[src/rtl/hamming_pkg.sv]
// Shared helpers for the extended-Hamming SECDED codec: width derivation,
// check-bit position test, payload bit placement and error classification.
package hamming_pkg;

  typedef enum logic [1:0] {
    ERR_NONE,
    ERR_CORR,
    ERR_UNCORR
  } err_t;

  // Smallest P with 2^P >= data_w + P + 1.
  function automatic int par_w(input int data_w);
    int p;
    p = 1;
    while ((1 << p) < data_w + p + 1) p++;
    return p;
  endfunction

  function automatic int cw_w(input int data_w);
    return data_w + par_w(data_w) + 1;
  endfunction

  function automatic bit is_pow2(input int pos);
    return (pos != 0) && ((pos & (pos - 1)) == 0);
  endfunction

  // Hamming position of payload bit idx; payload fills non-power-of-two slots from 3 upward.
  function automatic int data_pos(input int idx);
    int pos;
    int n;
    pos = 2;
    n   = -1;
    while (n < idx) begin
      pos++;
      if (!is_pow2(pos)) n++;
    end
    return pos;
  endfunction

  localparam int DEFAULT_DATA_W = 4;
  localparam int S_W            = par_w(DEFAULT_DATA_W);

endpackage

[src/rtl/hamming_syndrome.sv]
// Combinational syndrome and overall-parity computation for one extended-Hamming codeword.
module hamming_syndrome
  import hamming_pkg::*;
#(
  parameter  int DATA_W = 4,
  localparam int PAR_W  = par_w(DATA_W),
  localparam int CW_W   = cw_w(DATA_W)
) (
  input  logic [CW_W-1:0]  code,
  output logic [PAR_W-1:0] syn,
  output logic             par
);

  // Syndrome is the XOR of the positions of every set bit.
  always_comb begin
    syn = '0;
    for (int i = 1; i < CW_W; i++) begin
      if (code[i]) syn = syn ^ PAR_W'(i);
    end
  end

  assign par = ^code;

endmodule

[src/rtl/hamming_secded_dec.sv]
// Two-stage pipelined SECDED decoder with valid/ready on both sides.
// Optional error counters are enabled by defining HAMMING_SECDED_STATS_EN.
module hamming_secded_dec
  import hamming_pkg::*;
#(
  parameter  int DATA_W = 4,
`ifdef HAMMING_SECDED_STATS_EN
  parameter  int CNT_W  = 16,
`endif
  localparam int PAR_W  = par_w(DATA_W),
  localparam int CW_W   = cw_w(DATA_W)
) (
  input  logic              clk,
  input  logic              rst,
  input  logic              in_valid,
  output logic              in_ready,
  input  logic [CW_W-1:0]   in_code,
  output logic              out_valid,
  input  logic              out_ready,
  output logic [DATA_W-1:0] out_data,
  output logic              out_corr,
  output logic              out_uncorr
`ifdef HAMMING_SECDED_STATS_EN
  ,
  input  logic              cnt_clr,
  output logic [CNT_W-1:0]  corr_cnt,
  output logic [CNT_W-1:0]  uncorr_cnt
`endif
);

  logic              advance;
  logic [PAR_W-1:0]  syn;
  logic              par;
  logic [DATA_W-1:0] in_raw;

  logic              s1_valid;
  logic [PAR_W-1:0]  s1_syn;
  logic              s1_par;
  logic [DATA_W-1:0] s1_raw;

  err_t              err;
  logic              flip_en;
  logic [DATA_W-1:0] fix_data;

  assign advance  = out_ready | ~out_valid;
  assign in_ready = advance;

  hamming_syndrome #(.DATA_W(DATA_W)) u_syndrome (
    .code (in_code),
    .syn  (syn),
    .par  (par)
  );

  // Check bits are fully consumed by the syndrome, so only payload bits travel on.
  for (genvar gi = 0; gi < DATA_W; gi++) begin : g_extract
    assign in_raw[gi] = in_code[data_pos(gi)];
  end

  always_ff @(posedge clk) begin
    if (rst) s1_valid <= 1'b0;
    else if (advance) s1_valid <= in_valid;
  end

  always_ff @(posedge clk) begin
    if (advance && in_valid) begin
      s1_syn <= syn;
      s1_par <= par;
      s1_raw <= in_raw;
    end
  end

  // Odd parity with a syndrome outside the codeword means three or more flips.
  always_comb begin
    err = ERR_NONE;
    if (s1_par) begin
      if (int'(s1_syn) < CW_W) err = ERR_CORR;
      else                     err = ERR_UNCORR;
    end else if (s1_syn != '0) begin
      err = ERR_UNCORR;
    end
  end

  assign flip_en = (err == ERR_CORR);

  for (genvar gi = 0; gi < DATA_W; gi++) begin : g_fix
    assign fix_data[gi] = s1_raw[gi] ^ (flip_en && (s1_syn == PAR_W'(data_pos(gi))));
  end

  always_ff @(posedge clk) begin
    if (rst) begin
      out_valid  <= 1'b0;
      out_data   <= '0;
      out_corr   <= 1'b0;
      out_uncorr <= 1'b0;
    end else if (advance) begin
      out_valid <= s1_valid;
      if (s1_valid) begin
        out_data   <= (err == ERR_UNCORR) ? s1_raw : fix_data;
        out_corr   <= (err == ERR_CORR);
        out_uncorr <= (err == ERR_UNCORR);
      end
    end
  end

`ifdef HAMMING_SECDED_STATS_EN
  logic out_xfer;
  assign out_xfer = out_valid & out_ready;

  // Saturating counters; a clear wins over a same-cycle increment.
  always_ff @(posedge clk) begin
    if (rst || cnt_clr) begin
      corr_cnt   <= '0;
      uncorr_cnt <= '0;
    end else if (out_xfer) begin
      if (out_corr && (corr_cnt != '1))     corr_cnt   <= corr_cnt + 1'b1;
      if (out_uncorr && (uncorr_cnt != '1)) uncorr_cnt <= uncorr_cnt + 1'b1;
    end
  end
`endif

endmodule

[config.mk]
export PLATFORM = sky130hd
export DESIGN_NAME = hamming_secded_dec
export DESIGN_NICKNAME = d
export VERILOG_FILES = /design/src/rtl/hamming_pkg.sv /design/src/rtl/hamming_syndrome.sv /design/src/rtl/hamming_secded_dec.sv
export SDC_FILE = /design/constraint.sdc
export NUM_CORES = 1
export LEC_CHECK = 0
export CAP_MARGIN = 10
export CORE_UTILIZATION = 40
export CTS_CLUSTER_SIZE = 25
export DETAILED_ROUTE_END_ITERATION = 12
export PLACE_DENSITY = 0.76
export SYNTH_ARGS = -nofsm -noshare
export SYNTH_HDL_FRONTEND = slang
export SYNTH_SLANG_ARGS = --single-unit
export TNS_END_PERCENT = 5
[constraint.sdc]
create_clock -name clk -period 1.5 [get_ports clk]
set_clock_uncertainty 0.15 [all_clocks]
set_input_delay 0.3 -clock clk [delete_from_list [all_inputs] [get_ports clk]]
set_output_delay 0.3 -clock clk [all_outputs]
set_load 0.005 [all_outputs]
==> impl_metrics.env <==
export IMPL_timing_final_ws_setup_ns=0.0332
export IMPL_cts_buffers=3
export IMPL_synth_seq_area_share_pct=57.7
export IMPL_final_cells=106
export IMPL_cp_data_arrival_time_ns=1.52
export IMPL_grt_usage_pct=14.4
export IMPL_critical_path_required_ns=1.55
export IMPL_cts_path_max_buffers=2
export IMPL_max_cap_violations=0
export IMPL_initial_core_util_pct=44.5
export IMPL_hold_slack_ns=0.322
export IMPL_fin_area_um2=1010
export IMPL_fmax_ghz=0.682
export IMPL_wl_per_cell_um=10.8
export IMPL_first_global_vias=516
export IMPL_p_total_uw=950
export IMPL_ys_flop_type="edfxtp_1"
export IMPL_timing_final_crit_share_pct=97.8
export IMPL_hold_class="flop to flop"
export IMPL_start_kind="flop"
export IMPL_relSlewSlack_pct=80.7
export IMPL_drc=2
export IMPL_syn_avg_cell_area_um2=11.6
export IMPL_violations="design-rule violations"
export IMPL_gp_congestion=0.767
export IMPL_core_um2=1560
export IMPL_ir_drop_mv=0.520
export IMPL_wirelength_um=1140
export IMPL_dpl_cell_area_um2=953
export IMPL_clock_sinks=16
export IMPL_power_density_nw_per_um2=944
export IMPL_die_x_um=43.7
export IMPL_antenna_cells=0
export IMPL_synth_seq_cells=16
export IMPL_cts_root_buf="clkbuf_4"
export IMPL_grt_max_degree=10
export IMPL_num_rows=14
export IMPL_syn_inst=60
export IMPL_fin_nets=103
export IMPL_die_area_um2=1910
export IMPL_grt_pass1_wl_um=2010
export IMPL_placed_cells=101
export IMPL_synth_area_leaders="edfxtp_1, dfxtp_1, xnor2_1, xor2_1, a21oi_1"
export IMPL_async_flop_share_pct=0
export IMPL_antenna_found_initial=0
export IMPL_hold_viol_final=0
export IMPL_cp_end_kind="flop"
export IMPL_synthMostInstantiatedCell="xnor2_1"
export IMPL_rsz0062_at_grt="yes"
export IMPL_synthToLayoutAreaGrowth_pct=44.9
export IMPL_drive_above_1_share_pct=26.7
export IMPL_io_buffer_count=19
export IMPL_syn_nets=72
export IMPL_first_pass_iters=8
export IMPL_synth_edff_count=8
export IMPL_vias=537
export IMPL_yosysTopAreaCell="edfxtp_1"
export IMPL_place_ws_ns=-0.347
export IMPL_grt_overflow_total=0
export IMPL_viasPerCell=5.07
export IMPL_synth_cell_types=19
export IMPL_tns_ns=0
export IMPL_synth_cell_area_um2=694
export IMPL_period_minus_slack_ns=1.47
export IMPL_cts_tree="yes"
export IMPL_htree_levels=1
export IMPL_clkLatencyLatePin_ns=0.28
export IMPL_fp_dieH_um=43.7
export IMPL_nFillCells=146
export IMPL_leakage_nw=0.381
export IMPL_ios=20
export IMPL_crit_type="flop to flop"
export IMPL_worst_pin_slew_ns=0.288
export IMPL_ant_nets=0
export IMPL_status="finished with violations"
export IMPL_final_core_util_pct=64.5
export IMPL_setup_violations=0
export IMPL_yosysTopAreaCellShare_pct=34.6
export IMPL_path_max_fanout=5
export IMPL_synth_warnings=0
export IMPL_synth_common_cells="xnor2_1, a21oi_1, dfxtp_1, edfxtp_1, xor2_1"
export IMPL_clkTransAtPathRegs_ns=0.08
export IMPL_slew_viol_final=0
export IMPL_drtIter0Drc=5
## worst max-delay path: stages, from the launching register on
cell,delay (ns)
dfxtp_1,0.31
nor2b_2,0.15
buf_4,0.14
or4_4,0.53
a21oi_2,0.13
## routing by layer
metal	routed length (um)	vias to the layer above	global-route usage [%]
li1	-	280	-
met1	417	237	13.7
met2	653	20	29.6
met3	73	0	2.50
met4	0	0	5.63
met5	0	-	0
## final cells by class
type                            instances  area [um^2]  share of cell area [%]
Inverter                                3         13.8                    1.37
Multi-Input combinational cell         40          304                    30.2
Tap cell                               16         20.0                    1.99
Clock buffer                            3         22.5                    2.24
Timing Repair Buffer                   27          235                    23.4
Clock inverter                          1         3.75                   0.373
Sequential cell                        16          407                    40.4
## repair_timing
item,CTS,global route
gates resized for setup,21,4
pin swaps,2,1
hold buffers,0,0
gates cloned,0,0
buffers inserted,3,0
setup endpoints to repair,16,3
## report_power, final
part | switching [mW] | internal [mW] | leakage, nW
Clock | 0.122 | 0.0962 | 0.0154
Sequential | 0.0321 | 0.511 | 0.146
Combinational | 0.0777 | 0.111 | 0.220
## registers in the layout, summed over array words and instances, names as in the netlist
| name | cells |
|---|---|
| s1_syn | 3 |
| s1_raw | 4 |
| out_corr | 1 |
| s1_par | 1 |
| out_uncorr | 1 |
| s1_valid | 1 |
| out_data | 4 |
| out_valid | 1 |
## cells in the final DEF, fill, tap and decap left out, drive strengths merged
cell type and count:
nor3 1, nor2 1, xor2 6, xnor2 9
clkinv 2, nand2 2, a21oi 8, a211oi 4
nand4 1, dlygate4sd2 8, nand3 1, edfxtp 8
or4 1, buf 9, dfxtp 8, nor2b 1
o21ai 2, inv 2, clkbuf 3, nand4b 3
clkdlybuf4s50 10
## logic make-up (layout without fill, tap and decap cells)
family                 after synthesis  count (layout)  synth area share (%)
AND/OR/NAND/NOR                     11              11                  9.73
XOR/XNOR                            15              15                  18.9
buffers and inverters                4              34                  2.16
AO/OA/AOI/OAI                       14              14                  11.5
flip-flops                          16              16                  57.7
## worst paths after layout
path | from | endpoint | slack [ns] | cells past startpoint
hold / removal | out_corr | out_corr | 0.32 | 2
setup reg to reg | out_valid | out_uncorr | 0.03 | 4
setup / recovery | out_valid | out_uncorr | 0.03 | 4
hold reg to reg | out_corr | out_corr | 0.32 | 2
Power figures use the tool's default switching activity.
